<file path="src/rtl/mem_stage_lsu_pkg.sv">
// Shared definitions for the MEM-stage load/store unit.
// Holds the funct3 access-size codes, the FSM state encoding and the
// legality/alignment helpers used by the LSU control logic.
package mem_pkg;

    // funct3 encodings for RV32 loads and stores
    localparam logic [2:0] F3_B  = 3'b000;
    localparam logic [2:0] F3_H  = 3'b001;
    localparam logic [2:0] F3_W  = 3'b010;
    localparam logic [2:0] F3_BU = 3'b100;
    localparam logic [2:0] F3_HU = 3'b101;

    typedef enum logic [1:0] {
        IDLE = 2'd0,
        BUSY = 2'd1,
        DONE = 2'd2
    } state_t;

    // Stores have no unsigned variants, so BU/HU are only legal for loads.
    function automatic logic f3_legal(input logic [2:0] f3, input logic is_store);
        logic ok;
        ok = (f3 == F3_B) || (f3 == F3_H) || (f3 == F3_W);
        if (!is_store) begin
            ok = ok || (f3 == F3_BU) || (f3 == F3_HU);
        end
        return ok;
    endfunction

    // Halfwords need an even address, words a 4-byte aligned one.
    function automatic logic addr_aligned(input logic [2:0] f3, input logic [1:0] off);
        logic ok;
        case (f3)
            F3_H, F3_HU: ok = ~off[0];
            F3_W:        ok = (off == 2'b00);
            default:     ok = 1'b1;
        endcase
        return ok;
    endfunction

endpackage

</file>
<file path="src/rtl/mem_stage_lsu_if.sv">
// Data-memory request bus between the LSU (master) and data memory (slave).
// Ports: req/we/addr/wdata/be travel master->slave; ready/rdata travel back.
// Request is held stable by the master until the slave returns ready.
interface mem_stage_lsu_if;
    logic        dmem_req;
    logic        dmem_we;
    logic [31:0] dmem_addr;
    logic [31:0] dmem_wdata;
    logic [3:0]  dmem_be;
    logic        dmem_ready;
    logic [31:0] dmem_rdata;

    modport master (
        output dmem_req, dmem_we, dmem_addr, dmem_wdata, dmem_be,
        input  dmem_ready, dmem_rdata
    );

    modport slave (
        input  dmem_req, dmem_we, dmem_addr, dmem_wdata, dmem_be,
        output dmem_ready, dmem_rdata
    );
endinterface

</file>
<file path="src/rtl/mem_stage_lsu_align.sv">
// Byte-lane steering for stores and extraction/extension for loads.
// Latency: purely combinational, zero cycles.
// Backpressure: none; the caller decides when results are used.
// Ports: st_* in -> st_be/st_wdata out (store side);
//        ld_funct3/ld_offset/ld_rdata in -> ld_data out (load side).
module lsu_align
    import mem_pkg::*;
(
    input  logic [2:0]  st_funct3,
    input  logic [1:0]  st_offset,
    input  logic [31:0] st_data,
    output logic [3:0]  st_be,
    output logic [31:0] st_wdata,
    input  logic [2:0]  ld_funct3,
    input  logic [1:0]  ld_offset,
    input  logic [31:0] ld_rdata,
    output logic [31:0] ld_data
);

    logic [7:0]  ld_byte;
    logic [15:0] ld_half;

    // Store data is replicated across lanes so the memory only needs the
    // byte enables to pick the right bytes out of the word.
    always_comb begin
        st_be    = 4'b0000;
        st_wdata = st_data;
        case (st_funct3)
            F3_B: begin
                st_be    = 4'b0001 << st_offset;
                st_wdata = {4{st_data[7:0]}};
            end
            F3_H: begin
                st_be    = 4'b0011 << st_offset;
                st_wdata = {2{st_data[15:0]}};
            end
            F3_W: begin
                st_be    = 4'b1111;
                st_wdata = st_data;
            end
            default: begin
                st_be    = 4'b0000;
                st_wdata = st_data;
            end
        endcase
    end

    always_comb begin
        ld_byte = ld_rdata[7:0];
        case (ld_offset)
            2'd0: ld_byte = ld_rdata[7:0];
            2'd1: ld_byte = ld_rdata[15:8];
            2'd2: ld_byte = ld_rdata[23:16];
            2'd3: ld_byte = ld_rdata[31:24];
            default: ld_byte = ld_rdata[7:0];
        endcase
        // Halfwords are already known to be aligned, so only bit 1 matters.
        ld_half = ld_offset[1] ? ld_rdata[31:16] : ld_rdata[15:0];
    end

    always_comb begin
        ld_data = ld_rdata;
        case (ld_funct3)
            F3_B:    ld_data = {{24{ld_byte[7]}}, ld_byte};
            F3_BU:   ld_data = {24'b0, ld_byte};
            F3_H:    ld_data = {{16{ld_half[15]}}, ld_half};
            F3_HU:   ld_data = {16'b0, ld_half};
            F3_W:    ld_data = ld_rdata;
            default: ld_data = ld_rdata;
        endcase
    end

endmodule

</file>
<file path="src/rtl/mem_stage_lsu.sv">
// MEM-stage load/store unit: issues one data-memory access per load/store,
// steers store lanes, extends load data for MEM/WB and stalls upstream stages.
// Latency: 3 cycles minimum (IDLE, BUSY with ready, DONE); +1 per wait cycle.
// Backpressure: stall_out holds PC..EX/MEM from access start until DONE;
//   a silent memory is abandoned after TIMEOUT_CYCLES with bus_error_out.
// Ports: clk/reset; EX/MEM inputs mem_read_in, mem_write_in, funct3_in,
//   addr_in, store_data_in; dmem master bus; read_data_out, stall_out,
//   misaligned_out and bus_error_out towards MEM/WB and the hazard logic.
module mem_stage_lsu
    import mem_pkg::*;
#(
    parameter int unsigned TIMEOUT_CYCLES = 16,
    parameter int unsigned TO_W           = 5
) (
    input  logic                   clk,
    input  logic                   reset,
    input  logic                   mem_read_in,
    input  logic                   mem_write_in,
    input  logic [2:0]             funct3_in,
    input  logic [31:0]            addr_in,
    input  logic [31:0]            store_data_in,
    mem_stage_lsu_if.master        dmem,
    output logic [31:0]            read_data_out,
    output logic                   stall_out,
    output logic                   misaligned_out,
    output logic                   bus_error_out
);

    state_t            state_q, state_d;
    logic [TO_W-1:0]   cnt_q, cnt_d;
    logic [TO_W-1:0]   cnt_inc;
    logic              req_q, req_d;
    logic              we_q, we_d;
    logic [31:0]       addr_q, addr_d;
    logic [31:0]       wdata_q, wdata_d;
    logic [3:0]        be_q, be_d;
    logic [2:0]        f3_q, f3_d;
    logic [1:0]        off_q, off_d;
    logic [31:0]       rdout_q, rdout_d;
    logic              mis_q, mis_d;
    logic              berr_q, berr_d;

    logic              access;
    logic              is_store;
    logic              access_ok;
    logic [3:0]        st_be;
    logic [31:0]       st_wdata;
    logic [31:0]       ld_data;

    // A simultaneous read+write is resolved as a store.
    assign access    = mem_read_in | mem_write_in;
    assign is_store  = mem_write_in;
    assign access_ok = f3_legal(funct3_in, is_store) &
                       addr_aligned(funct3_in, addr_in[1:0]);
    assign cnt_inc   = cnt_q + 1'b1;

    // Store lanes come from the live EX/MEM inputs (used in IDLE only);
    // load extension uses the latched funct3/offset against returned data.
    lsu_align u_align (
        .st_funct3 (funct3_in),
        .st_offset (addr_in[1:0]),
        .st_data   (store_data_in),
        .st_be     (st_be),
        .st_wdata  (st_wdata),
        .ld_funct3 (f3_q),
        .ld_offset (off_q),
        .ld_rdata  (dmem.dmem_rdata),
        .ld_data   (ld_data)
    );

    always_ff @(posedge clk or posedge reset) begin
        if (reset) begin
            state_q <= IDLE;
            cnt_q   <= '0;
            req_q   <= 1'b0;
            we_q    <= 1'b0;
            addr_q  <= 32'b0;
            wdata_q <= 32'b0;
            be_q    <= 4'b0;
            f3_q    <= 3'b0;
            off_q   <= 2'b0;
            rdout_q <= 32'b0;
            mis_q   <= 1'b0;
            berr_q  <= 1'b0;
        end else begin
            state_q <= state_d;
            cnt_q   <= cnt_d;
            req_q   <= req_d;
            we_q    <= we_d;
            addr_q  <= addr_d;
            wdata_q <= wdata_d;
            be_q    <= be_d;
            f3_q    <= f3_d;
            off_q   <= off_d;
            rdout_q <= rdout_d;
            mis_q   <= mis_d;
            berr_q  <= berr_d;
        end
    end

    always_comb begin
        state_d = state_q;
        cnt_d   = cnt_q;
        req_d   = req_q;
        we_d    = we_q;
        addr_d  = addr_q;
        wdata_d = wdata_q;
        be_d    = be_q;
        f3_d    = f3_q;
        off_d   = off_q;
        rdout_d = rdout_q;
        mis_d   = 1'b0;
        berr_d  = 1'b0;

        case (state_q)
            IDLE: begin
                if (access) begin
                    if (access_ok) begin
                        addr_d  = {addr_in[31:2], 2'b00};
                        // Reads leave be/wdata at zero; the memory returns a full word.
                        be_d    = is_store ? st_be : 4'b0000;
                        wdata_d = is_store ? st_wdata : 32'b0;
                        we_d    = is_store;
                        f3_d    = funct3_in;
                        off_d   = addr_in[1:0];
                        req_d   = 1'b1;
                        cnt_d   = '0;
                        state_d = BUSY;
                    end else begin
                        mis_d   = 1'b1;
                        rdout_d = 32'b0;
                    end
                end
            end
            BUSY: begin
                if (dmem.dmem_ready) begin
                    req_d   = 1'b0;
                    if (!we_q) begin
                        rdout_d = ld_data;
                    end
                    state_d = DONE;
                end else begin
                    cnt_d = cnt_inc;
                    // cnt_inc counts this cycle, so BUSY lasts exactly TIMEOUT_CYCLES.
                    if (cnt_inc == TO_W'(TIMEOUT_CYCLES)) begin
                        req_d   = 1'b0;
                        berr_d  = 1'b1;
                        rdout_d = 32'b0;
                        state_d = DONE;
                    end
                end
            end
            DONE: begin
                cnt_d   = '0;
                state_d = IDLE;
            end
            default: begin
                req_d   = 1'b0;
                cnt_d   = '0;
                state_d = IDLE;
            end
        endcase
    end

    // Gated by reset so upstream is released the instant the access is abandoned,
    // even while EX/MEM still presents the load/store.
    assign stall_out = ~reset &
                       (((state_q == IDLE) & access & access_ok) | (state_q == BUSY));

    assign dmem.dmem_req   = req_q;
    assign dmem.dmem_we    = we_q;
    assign dmem.dmem_addr  = addr_q;
    assign dmem.dmem_wdata = wdata_q;
    assign dmem.dmem_be    = be_q;

    assign read_data_out  = rdout_q;
    assign misaligned_out = mis_q;
    assign bus_error_out  = berr_q;

endmodule

</file>
<file path="src/flat_wrapper.sv">
// flat-port wrapper written by rule: the top's interface ports become plain ports
module mem_stage_lsu_flat import mem_pkg::*;
#(
    parameter int unsigned TIMEOUT_CYCLES = 16,
    parameter int unsigned TO_W           = 5
)
  (clk, reset, mem_read_in, mem_write_in, funct3_in, addr_in, store_data_in, read_data_out, stall_out, misaligned_out, bus_error_out, dmem_dmem_req, dmem_dmem_we, dmem_dmem_addr, dmem_dmem_wdata, dmem_dmem_be, dmem_dmem_ready, dmem_dmem_rdata);
  mem_stage_lsu_if dmem_i ();
  input  logic clk;
  input  logic reset;
  input  logic mem_read_in;
  input  logic mem_write_in;
  input  logic [2:0] funct3_in;
  input  logic [31:0] addr_in;
  input  logic [31:0] store_data_in;
  output logic [31:0] read_data_out;
  output logic stall_out;
  output logic misaligned_out;
  output logic bus_error_out;
  output wire logic [$bits(dmem_i.dmem_req)-1:0] dmem_dmem_req;
  output wire logic [$bits(dmem_i.dmem_we)-1:0] dmem_dmem_we;
  output wire logic [$bits(dmem_i.dmem_addr)-1:0] dmem_dmem_addr;
  output wire logic [$bits(dmem_i.dmem_wdata)-1:0] dmem_dmem_wdata;
  output wire logic [$bits(dmem_i.dmem_be)-1:0] dmem_dmem_be;
  input wire logic [$bits(dmem_i.dmem_ready)-1:0] dmem_dmem_ready;
  input wire logic [$bits(dmem_i.dmem_rdata)-1:0] dmem_dmem_rdata;
  assign dmem_dmem_req = dmem_i.dmem_req;
  assign dmem_dmem_we = dmem_i.dmem_we;
  assign dmem_dmem_addr = dmem_i.dmem_addr;
  assign dmem_dmem_wdata = dmem_i.dmem_wdata;
  assign dmem_dmem_be = dmem_i.dmem_be;
  assign dmem_i.dmem_ready = dmem_dmem_ready;
  assign dmem_i.dmem_rdata = dmem_dmem_rdata;
  mem_stage_lsu #(.TIMEOUT_CYCLES(TIMEOUT_CYCLES), .TO_W(TO_W)) u_core (.clk(clk), .reset(reset), .mem_read_in(mem_read_in), .mem_write_in(mem_write_in), .funct3_in(funct3_in), .addr_in(addr_in), .store_data_in(store_data_in), .dmem(dmem_i), .read_data_out(read_data_out), .stall_out(stall_out), .misaligned_out(misaligned_out), .bus_error_out(bus_error_out));
endmodule
</file>
<file path="config.mk">
export PLATFORM = sky130hd
export DESIGN_NAME = mem_stage_lsu_flat
export DESIGN_NICKNAME = d
export VERILOG_FILES = /design/src/rtl/mem_stage_lsu_pkg.sv /design/src/rtl/mem_stage_lsu_if.sv /design/src/rtl/mem_stage_lsu_align.sv /design/src/rtl/mem_stage_lsu.sv /design/src/flat_wrapper.sv
export SDC_FILE = /design/constraint.sdc
export NUM_CORES = 1
export LEC_CHECK = 0
export ABC_AREA = 1
export BUFFER_PORTS_ARGS = -buffer_cell sky130_fd_sc_hd__buf_2
export CORE_ASPECT_RATIO = 0.9
export CORE_MARGIN = 4
export CORE_UTILIZATION = 49
export CTS_CLUSTER_DIAMETER = 50
export DETAILED_ROUTE_END_ITERATION = 6
export GPL_TIMING_DRIVEN = 0
export HOLD_SLACK_MARGIN = 0.03
export PLACE_DENSITY = 0.88
export SLEW_MARGIN = 20
export SYNTH_ARGS = -nofsm -noshare
export SYNTH_HDL_FRONTEND = slang
export SYNTH_SLANG_ARGS = --single-unit
export TNS_END_PERCENT = 1
</file>
<file path="constraint.sdc">
create_clock -name clk -period 3.9 [get_ports clk]
set_input_delay 0.585 -clock clk [delete_from_list [all_inputs] [get_ports clk]]
set_output_delay 0.585 -clock clk [all_outputs]
set_load 0.01 [all_outputs]
</file>
=== Word-level counts from Yosys, hierarchy flattened ===
Index checks and enable logic that the tools add are counted.

* Shifts and indexed selects: 2
* Equality and inequality tests: 19
* Bitwise logic cells: 9
* Add/sub/neg operators: 1
* Reduce and logical (&&, ||, !) cells: 16
* Muxes and demuxes: 35

{| class="wikitable"
|+ Operator list
! kind !! number
|-
| two-way mux 32 bit || 6
|-
| one-hot mux 32 bit (2 select lines) || 2
|-
| one-hot mux 32 bit (4 select lines) || 1
|-
| one-hot mux 8 bit (4 select lines) || 1
|-
| two-way mux 16 bit || 1
|-
| two-way mux 5 bit || 3
|-
| == test 3 bit, second input constant || 4
|-
| one-hot mux 4 bit (3 select lines) || 1
|-
| two-way mux 1 bit || 11
|-
| one-hot mux 5 bit (2 select lines) || 1
|-
| AND reduction 3 bit || 3
|-
| two-way mux 2 bit || 4
|-
| == test 2 bit, second input constant || 3
|-
| == test 3 x 1 -> 1 bit, second input constant || 2
|-
| zero test 2 bit || 3
|-
| zero test 3 bit || 2
|-
| adder 5 x 1 -> 5 bit, second input constant || 1
|-
| == test 5 bit, second input constant || 1
|-
| AND reduction 5 bit || 1
|-
| bitwise AND 1 bit || 4
|-
| == test 2 x 1 -> 1 bit, second input constant || 2
|-
| logical OR 1 bit || 4
|-
| two-way mux 4 bit || 1
|-
| != test 2 x 1 -> 1 bit, second input constant || 2
|-
| 14 further kinds || 18
|}

* Register bits: 114
* Output and inout bits: 105

=== Logic depth before layout (Yosys ltp) ===
Gate-level depths: netlist of run 1.

* Word-level depth: 10
* Depth in mapped cells: 12

=== By module ===
A second synthesis of run 1 with hierarchy kept.

* Cells, all modules: 826
* Area total of the unflattened synthesis: 6,665.1 µm²

{| class="wikitable"
|+ Modules (own cells, without submodules)
! module !! times used !! area each (µm²) !! sequential area each (µm²) !! cells each
|-
| mem_stage_lsu || 1 || 5,221.3 || 2,852.7 || 558
|-
| lsu_align || 1 || 1,443.9 || 0.0 || 268
|}

=== Worst setup path before layout of run 1 ===
OpenSTA, ideal clock, no wires.

* Path type: input to output
* Start point: input addr_in[0]
* End point: output stall_out
* Arrival: 1.504 ns
* Stages on the path: 8
* Setup slack: 1.811 ns
* Cells stage by stage: inv_1 > nand4_1 > nand2_1 > nand3_2 > nor2_4 > inv_2 > buf_2 > a21oi_1

* Word-level cells in the longest chain between the ends: 6
* Elaborated cells between the ends (all ways): 7

{| class="wikitable"
|+ Ends and longest elaborated chain
! element !! line !! source
|-
| start, declared || flat_wrapper.sv:14 || <nowiki>input logic [31:0] addr_in;</nowiki>
|-
| zero test 2 bit / NOT 1 bit (equally long branches) || mem_stage_lsu_pkg.sv:34, mem_stage_lsu_pkg.sv:33 ||
|-
| one-hot mux 1 bit (2 select lines) (*) || mem_stage_lsu_pkg.sv:32 || <nowiki>case (f3)</nowiki>
|-
| bitwise AND 1 bit (*) || mem_stage_lsu.sv:53 || <nowiki>assign access_ok = f3_legal(funct3_in, is_store) &</nowiki>
|-
| bitwise AND 1 bit (*) || mem_stage_lsu.sv:168 || <nowiki>(((state_q == IDLE) & access & access_ok) | (state_q == BUSY));</nowiki>
|-
| bitwise OR 1 bit (*) || mem_stage_lsu.sv:168 ||
|-
| bitwise AND 1 bit (*) || mem_stage_lsu.sv:167 || <nowiki>assign stall_out = ~reset &</nowiki>
|-
| end, declared || flat_wrapper.sv:17 || <nowiki>output logic stall_out;</nowiki>
|}

Mark *: on every way between the ends. The rest lies on a longest branch, timed or not.

=== Worst setup path in the final report of run 1 ===
* Start point: register u_core.state_q[0]
* End point: output stall_out

* Word-level cells in the longest chain between the ends: 5
* Elaborated cells between the ends (all ways): 6

{| class="wikitable"
|+ Ends and longest elaborated chain
! element !! line !! source
|-
| start, declared || mem_stage_lsu.sv:29 || <nowiki>state_t state_q, state_d;</nowiki>
|-
| start signal, assigned || mem_stage_lsu.sv:86 || <nowiki>state_q <= state_d;</nowiki>
|-
| zero test 2 bit || mem_stage_lsu.sv:168 ||
|-
| bitwise AND 1 bit (2 in a row) || mem_stage_lsu.sv:168 ||
|-
| bitwise OR 1 bit (*) || mem_stage_lsu.sv:168 ||
|-
| bitwise AND 1 bit (*) || mem_stage_lsu.sv:167 ||
|}

Marked as above.

==> metrics.cfg, run 1 <==
[status]
status=finished clean

[timing]
max_clock_freq_ghz=0.391
fin_skew_ns=0.00929
hold_viol_final=0
setup_viol=0
slew_headroom=0.603
rsz0062_at_grt=no
finalCritPeriodShare=0.655
period_needed_ns=2.55
tns_ns=0
tightest_slew_ns=0.596
drv_slew=0

[power_and_ir_drop]
ir_drop_mv=0.437
cellLeakagePower_nw=4.15
cellPowerDensity_mw_per_mm2=692

[placement]
portBuffers=206
dp_cells=1080
routabilityCongestion=0.928
dp_hpwl_microns=12500

[setup_path]
r2r_setup_slack_ns=2.04
end_kind=primary output
critPathSlowestCell=dfrtp_1
cp-start-kind=register
cp.arrival_ns=1.97
critPathBufInv=3
crit_start=u_core.state_q[0]
crit_chain=nor2_1 > nand3_2 > nor2_4 > inv_2 > buf_2 > a21oi_1 > buf_2
slowest_delay_ns=0.39
crit_family=simple AND/OR/NAND/NOR gates
path_class=register to primary output
r2r_start=u_core.cnt_q[0]
crit_top_cell=buf_2
crit_fanout=10
cp.required_ns=3.31

[die]
core_area_sq_mm=0.0109
die_h_microns=109
start_util=0.505
rows=36
io-pin-count=209
dieWidth_microns=120
die_area_sq_mm=0.0131

[routing]
final_antenna_net_count=0
wl_microns=16800
drt_pre_antenna_iters=6
drtIter0Drc=636
drc=0
vias_per_cell=5.08
wl_per_cell_microns=15.1
vias=5655

[global_routing]
grt_max_degree=70
grt_usage=0.264
grt_first_pass_wirelength_microns=26800
grt_overflow=0
antenna_found_initial=4
grt_pass1_vias=5477

[clocking]
clkTransAtPathRegs_ns=0.06
cts_tree=done
cts.sinks=114
cts_resized=0
numCtsBuffers=17
insertion_delay_ns=0.41
postCtsHoldBufs=0
root_buffer=clkbuf_16
post-cts-setup-buffer-count=0
htreeDepth=4
cts_buffer_depth=2

[hold_path]
hp-class=input pin to asynchronous set/reset pin

[yosys]
yosysMostFrequentCell=nand2_1
synth.top_cells.by_area=dfrtp_1 52%, nand2_1 21%, o21ai_0 6.3%, o21ai_1 3.0%, nor2_1 2.8%
synth.yosys.seq_area_share=0.516
synth_edf_count=0
synthDistinctLibCells=29
synth_area_leader_cell=dfrtp_1
synth_ff_type=dfrtp_1
synth.avg_cell_area_sq_um=7.68
synthesis.instances=720
netlist.area_leader.share=0.516
synth_area_sq_mm=0.00553
synthArstFlopShare=1.00
yosysWarnings=0
ys_seq_elements=114
synth_common_cells=313 x nand2_1, 114 x dfrtp_1, 70 x o21ai_0, 41 x nor2_1, 33 x o21ai_1

[job]
drv_cap=0

[layout]
stdcell_count=1113
final_util=0.678
syn_to_final_growth_pct=34.2
final_nets=1052
n_fill_cell=920
layout-drive-gt1-share=0.304

per-layer routing:
metal  vias to the layer above  routed length [microns]  global-route usage
met4                         6                      295              0.0818
met3                        36                     1900               0.105
li1                       2748                        -                   -
met2                       294                     7750               0.422
met5                         -                       22                   0
met1                      2571                     6820               0.332
layout by cell type, fill, tap and decap left out:
| master | instances |
|---|---|
| buf_6 | 4 |
| nand2_2 | 6 |
| a21oi_2 | 1 |
| nor2_4 | 3 |
| o211ai_1 | 2 |
| nand4_1 | 1 |
| conb_1 | 2 |
| nand2_1 | 313 |
| buf_16 | 1 |
| clkinv_4 | 1 |
| nand3_2 | 2 |
| clkbuf_16 | 17 |
| clkinv_2 | 4 |
| xnor2_1 | 1 |
| nor3_1 | 5 |
| diode_2 | 2 |
| clkbuf_1 | 10 |
| nor2_2 | 1 |
| buf_2 | 222 |
| clkinvlp_4 | 1 |
| clkbuf_8 | 3 |
| nand3_1 | 17 |
| a211oi_1 | 2 |
| bufinv_16 | 4 |
| o22ai_1 | 4 |
| ha_1 | 1 |
| nand3_4 | 1 |
| inv_1 | 27 |
| inv_6 | 1 |
| o21ai_1 | 33 |
| dfrtp_1 | 114 |
| o21ai_0 | 70 |
| buf_4 | 9 |
| nor3_2 | 2 |
| a21oi_1 | 22 |
| xor2_1 | 2 |
| nor2_1 | 41 |
| inv_2 | 9 |
area by class of cell:
| cell class | instances | area, sq um | area share |
|---|---|---|---|
| Antenna cell | 2 | 5.00 | 0.000675 |
| Buffer | 38 | 226 | 0.0305 |
| Clock buffer | 21 | 470 | 0.0634 |
| Clock inverter | 10 | 156 | 0.0211 |
| Inverter | 37 | 144 | 0.0194 |
| Multi-Input combinational cell | 532 | 2320 | 0.312 |
| Sequential cell | 114 | 2850 | 0.384 |
| Tap cell | 152 | 190 | 0.0256 |
| Timing Repair Buffer | 207 | 1060 | 0.143 |
state kept, by name, indices dropped and copies added (netlist names):
register,count
u_core.misaligned_out,1
u_core.dmem.dmem_we,1
u_core.off_q,2
u_core.dmem.dmem_req,1
u_core.dmem.dmem_wdata,32
u_core.dmem.dmem_addr,30
u_core.dmem.dmem_be,4
u_core.read_data_out,32
u_core.f3_q,3
u_core.bus_error_out,1
u_core.state_q,2
u_core.cnt_q,5
report_power, final:
group          leakage [nW]  internal, mW  total [mW]  switching [mW]
logic                  2.35         0.642        1.75            1.11
clock network         0.309          1.11        1.64           0.531
registers              1.50          1.54        1.75           0.208
worst paths after layout:
path                                                   to  cells after the start
max in group asynchronous        u_core.read_data_out[29]                      3
worst min register to register  u_core.dmem.dmem_addr[14]                      2
worst min-delay path             u_core.dmem.dmem_addr[3]                      2
min in group clk                 u_core.dmem.dmem_addr[5]                      3
worst max register to register    u_core.read_data_out[4]                      9
worst max-delay path                            stall_out                      7
cell families after synthesis:
group           synth area share
other cells             0.000678
xor+xnor                 0.00475
compound gates             0.125
simple gates               0.286
flops                      0.516
fa+ha+maj                0.00226
buf+inv                   0.0661
metrics by stage:
step | instance area (sq um) | power [mW] | hold WS, ns | setup WS (ns)
floorplan | 5530 | 2.80 | 0.443 | 0.299
global placement | 6760 | 3.45 | 0.450 | -0.922
detailed placement | 6790 | 3.50 | 0.454 | 1.40
CTS | 7410 | 5.15 | 0.294 | 1.33
global route | 7420 | 5.47 | 0.318 | 1.16
finish | 7420 | 5.14 | 0.278 | 1.35
(Power assumes the default switching activity.)
==> run 2: changes to the inputs <==
clock period = 2.4 ns   (was 3.9 ns; I/O delays follow)
==> metrics.cfg, run 2 (synthesis results as in run 1) <==
[setup_path]
r2r_start=u_core.cnt_q[0]
slowest_delay_ns=0.41
crit_fanout=10
r2r_setup_slack_ns=0.57
end_kind=primary output
r2r_end=u_core.read_data_out[8]
path_class=register to primary output
crit_top_cell=buf_2
critPathSlowestCell=dfrtp_1
crit_chain=nor2_2 > nand3_2 > nor2_4 > inv_2 > buf_2 > a21oi_1 > buf_2
cp-start-kind=register
ff2ff_path_depth=9
cp.arrival_ns=1.88
cp.required_ns=2.04
crit_family=buffers and inverters
critPathBufInv=3

[power_and_ir_drop]
swShare=0.373
cellPowerDensity_mw_per_mm2=1090
pwr-share-seq=0.358
p_sw_mw=2.98
ir_drop_mv=0.840
comb_power_share=0.356
internal_power_mw=5.01
cellLeakagePower_nw=4.12
clkPwrFrac=0.286

[timing]
period_needed_ns=2.24
tightest_slew_ns=0.565
tns_ns=0
rsz0062_at_grt=no
max_clock_freq_ghz=0.447
drv_slew=0
finalCritPeriodShare=0.933
setup_viol=0
setup_ws_ns=0.161
whs_ns=0.151
slew_headroom=0.622
fin_skew_ns=0.00882
hold_viol_final=0

[layout]
mostFrequentLayoutCells=313 x nand2_1, 222 x buf_2, 114 x dfrtp_1
stdcell_count=1113
diodes=0
layout-drive-gt1-share=0.302
postLayoutCellArea_sq_mm=0.00736
syn_to_final_growth_pct=33.1
final_nets=1055
final_common_cell=nand2_1

[placement]
routabilityCongestion=0.936
dp_hpwl_microns=13000
dp_cells=1082
pre_cts_slack_ns=0.370
portBuffers=206
dpl-instance-area_sq_mm=0.00682

[clocking]
root_buffer=clkbuf_16
htreeDepth=4
numCtsBuffers=17
cts_buffer_depth=2
cts.sinks=114
cts_tree=done
insertion_delay_ns=0.41
clkTransAtPathRegs_ns=0.05

[job]
drv_cap=0

[global_routing]
grt_pass1_vias=5597
grt_first_pass_wirelength_microns=27500
grt_usage=0.270
grt_max_degree=35
grt_overflow=0
antenna_found_initial=1

[routing]
drc=0
vias=5686
final_antenna_net_count=0
wl_per_cell_microns=15.4
wl_microns=17200
drt_pre_antenna_iters=6
vias_per_cell=5.11
drtIter0Drc=709

[hold_path]
holdPathEnd=u_core.dmem.dmem_addr[4]
holdPathStages=3
hp-class=input pin to register
worstHoldStart=addr_in[4]

[die]
start_util=0.505
die_area_sq_mm=0.0131
io-pin-count=209
rows=36
dieWidth_microns=120
die_h_microns=109
core_area_sq_mm=0.0109

[status]
status=finished clean

-- run 2: changes by cell type in the layout (fill, tap and decap cells not counted), sizes merged, moves of 2 or more --
cell,change
clkbuf,+3
buf,+2
diode,-2
bufinv,-3
-- run 2: how the worst max path moves through the flow --
| stage | start | end | slack (ns) | depth (start not counted) |
|---|---|---|---|---|
| 2_1_floorplan | reset | u_core.bus_error_out | 0.65 | 1 |
| 3_3_place_gp | reset | u_core.read_data_out[24] | -0.04 | 2 |
| 3_5_place_dp | addr_in[0] | stall_out | 0.37 | 10 |
| 4_1_cts | u_core.state_q[0] | stall_out | 0.06 | 7 |
| 5_1_grt | u_core.state_q[0] | stall_out | 0.03 | 7 |
| 6_report | u_core.state_q[0] | stall_out | 0.16 | 7 |
-- run 2: stage by stage --
step	util	power [mW]
after floorplan	-	4.55
after global placement	0.618	5.60
after detailed placement	0.623	5.68
after CTS	0.672	8.01
after global routing	0.672	8.53
final	0.672	7.99
-- run 2: layout make-up --
class	instances	area [sq um]
plain buffers	38	226
clock buffers	24	472
clock inverters	6	57.6
fillers	916	3580
inverters	37	143
multi-input cells	532	2320
flip-flops and latches	114	2850
well taps	152	190
repair buffers	210	1100
-- run 2: worst register-to-register path: stages (launching register included) --
cell,delay [ns]
dfrtp_1,0.41
ha_1,0.24
nand3_1,0.12
xor2_1,0.19
nand3_1,0.11
nand2_1,0.16
nand2_2,0.14
buf_4,0.20
nand2_1,0.08
nand2_1,0.06
-- run 2: power groups by stage --
stage | registers [mW] | clock network (mW) | logic, mW
6_report | 2.86 | 2.29 | 2.85
5_1_grt | 2.93 | 2.41 | 3.19
4_1_cts | 2.85 | 2.31 | 2.85
3_5_place_dp | 2.85 | 0 | 2.84
3_3_place_gp | 2.85 | 0 | 2.75
2_1_floorplan | 3.08 | 0 | 1.47
-- run 2: what timing repair did --
action / in CTS / in global routing
hold endpoints to repair: 21 / 0
setup buffers: 0 / 0
hold buffers: 1 / 0
gates resized for setup: 0 / 1
setup endpoints to repair: 0 / 1
-- run 2: routing by layer --
layer | share of wire | vias up | track usage | routed length (microns)
li1 | - | 2742 | - | -
met1 | 0.41 | 2573 | 0.343 | 7020
met2 | 0.45 | 317 | 0.419 | 7700
met3 | 0.11 | 52 | 0.102 | 1920
met4 | 0.032 | 2 | 0.110 | 542
met5 | 0.00041 | - | 0 | 7
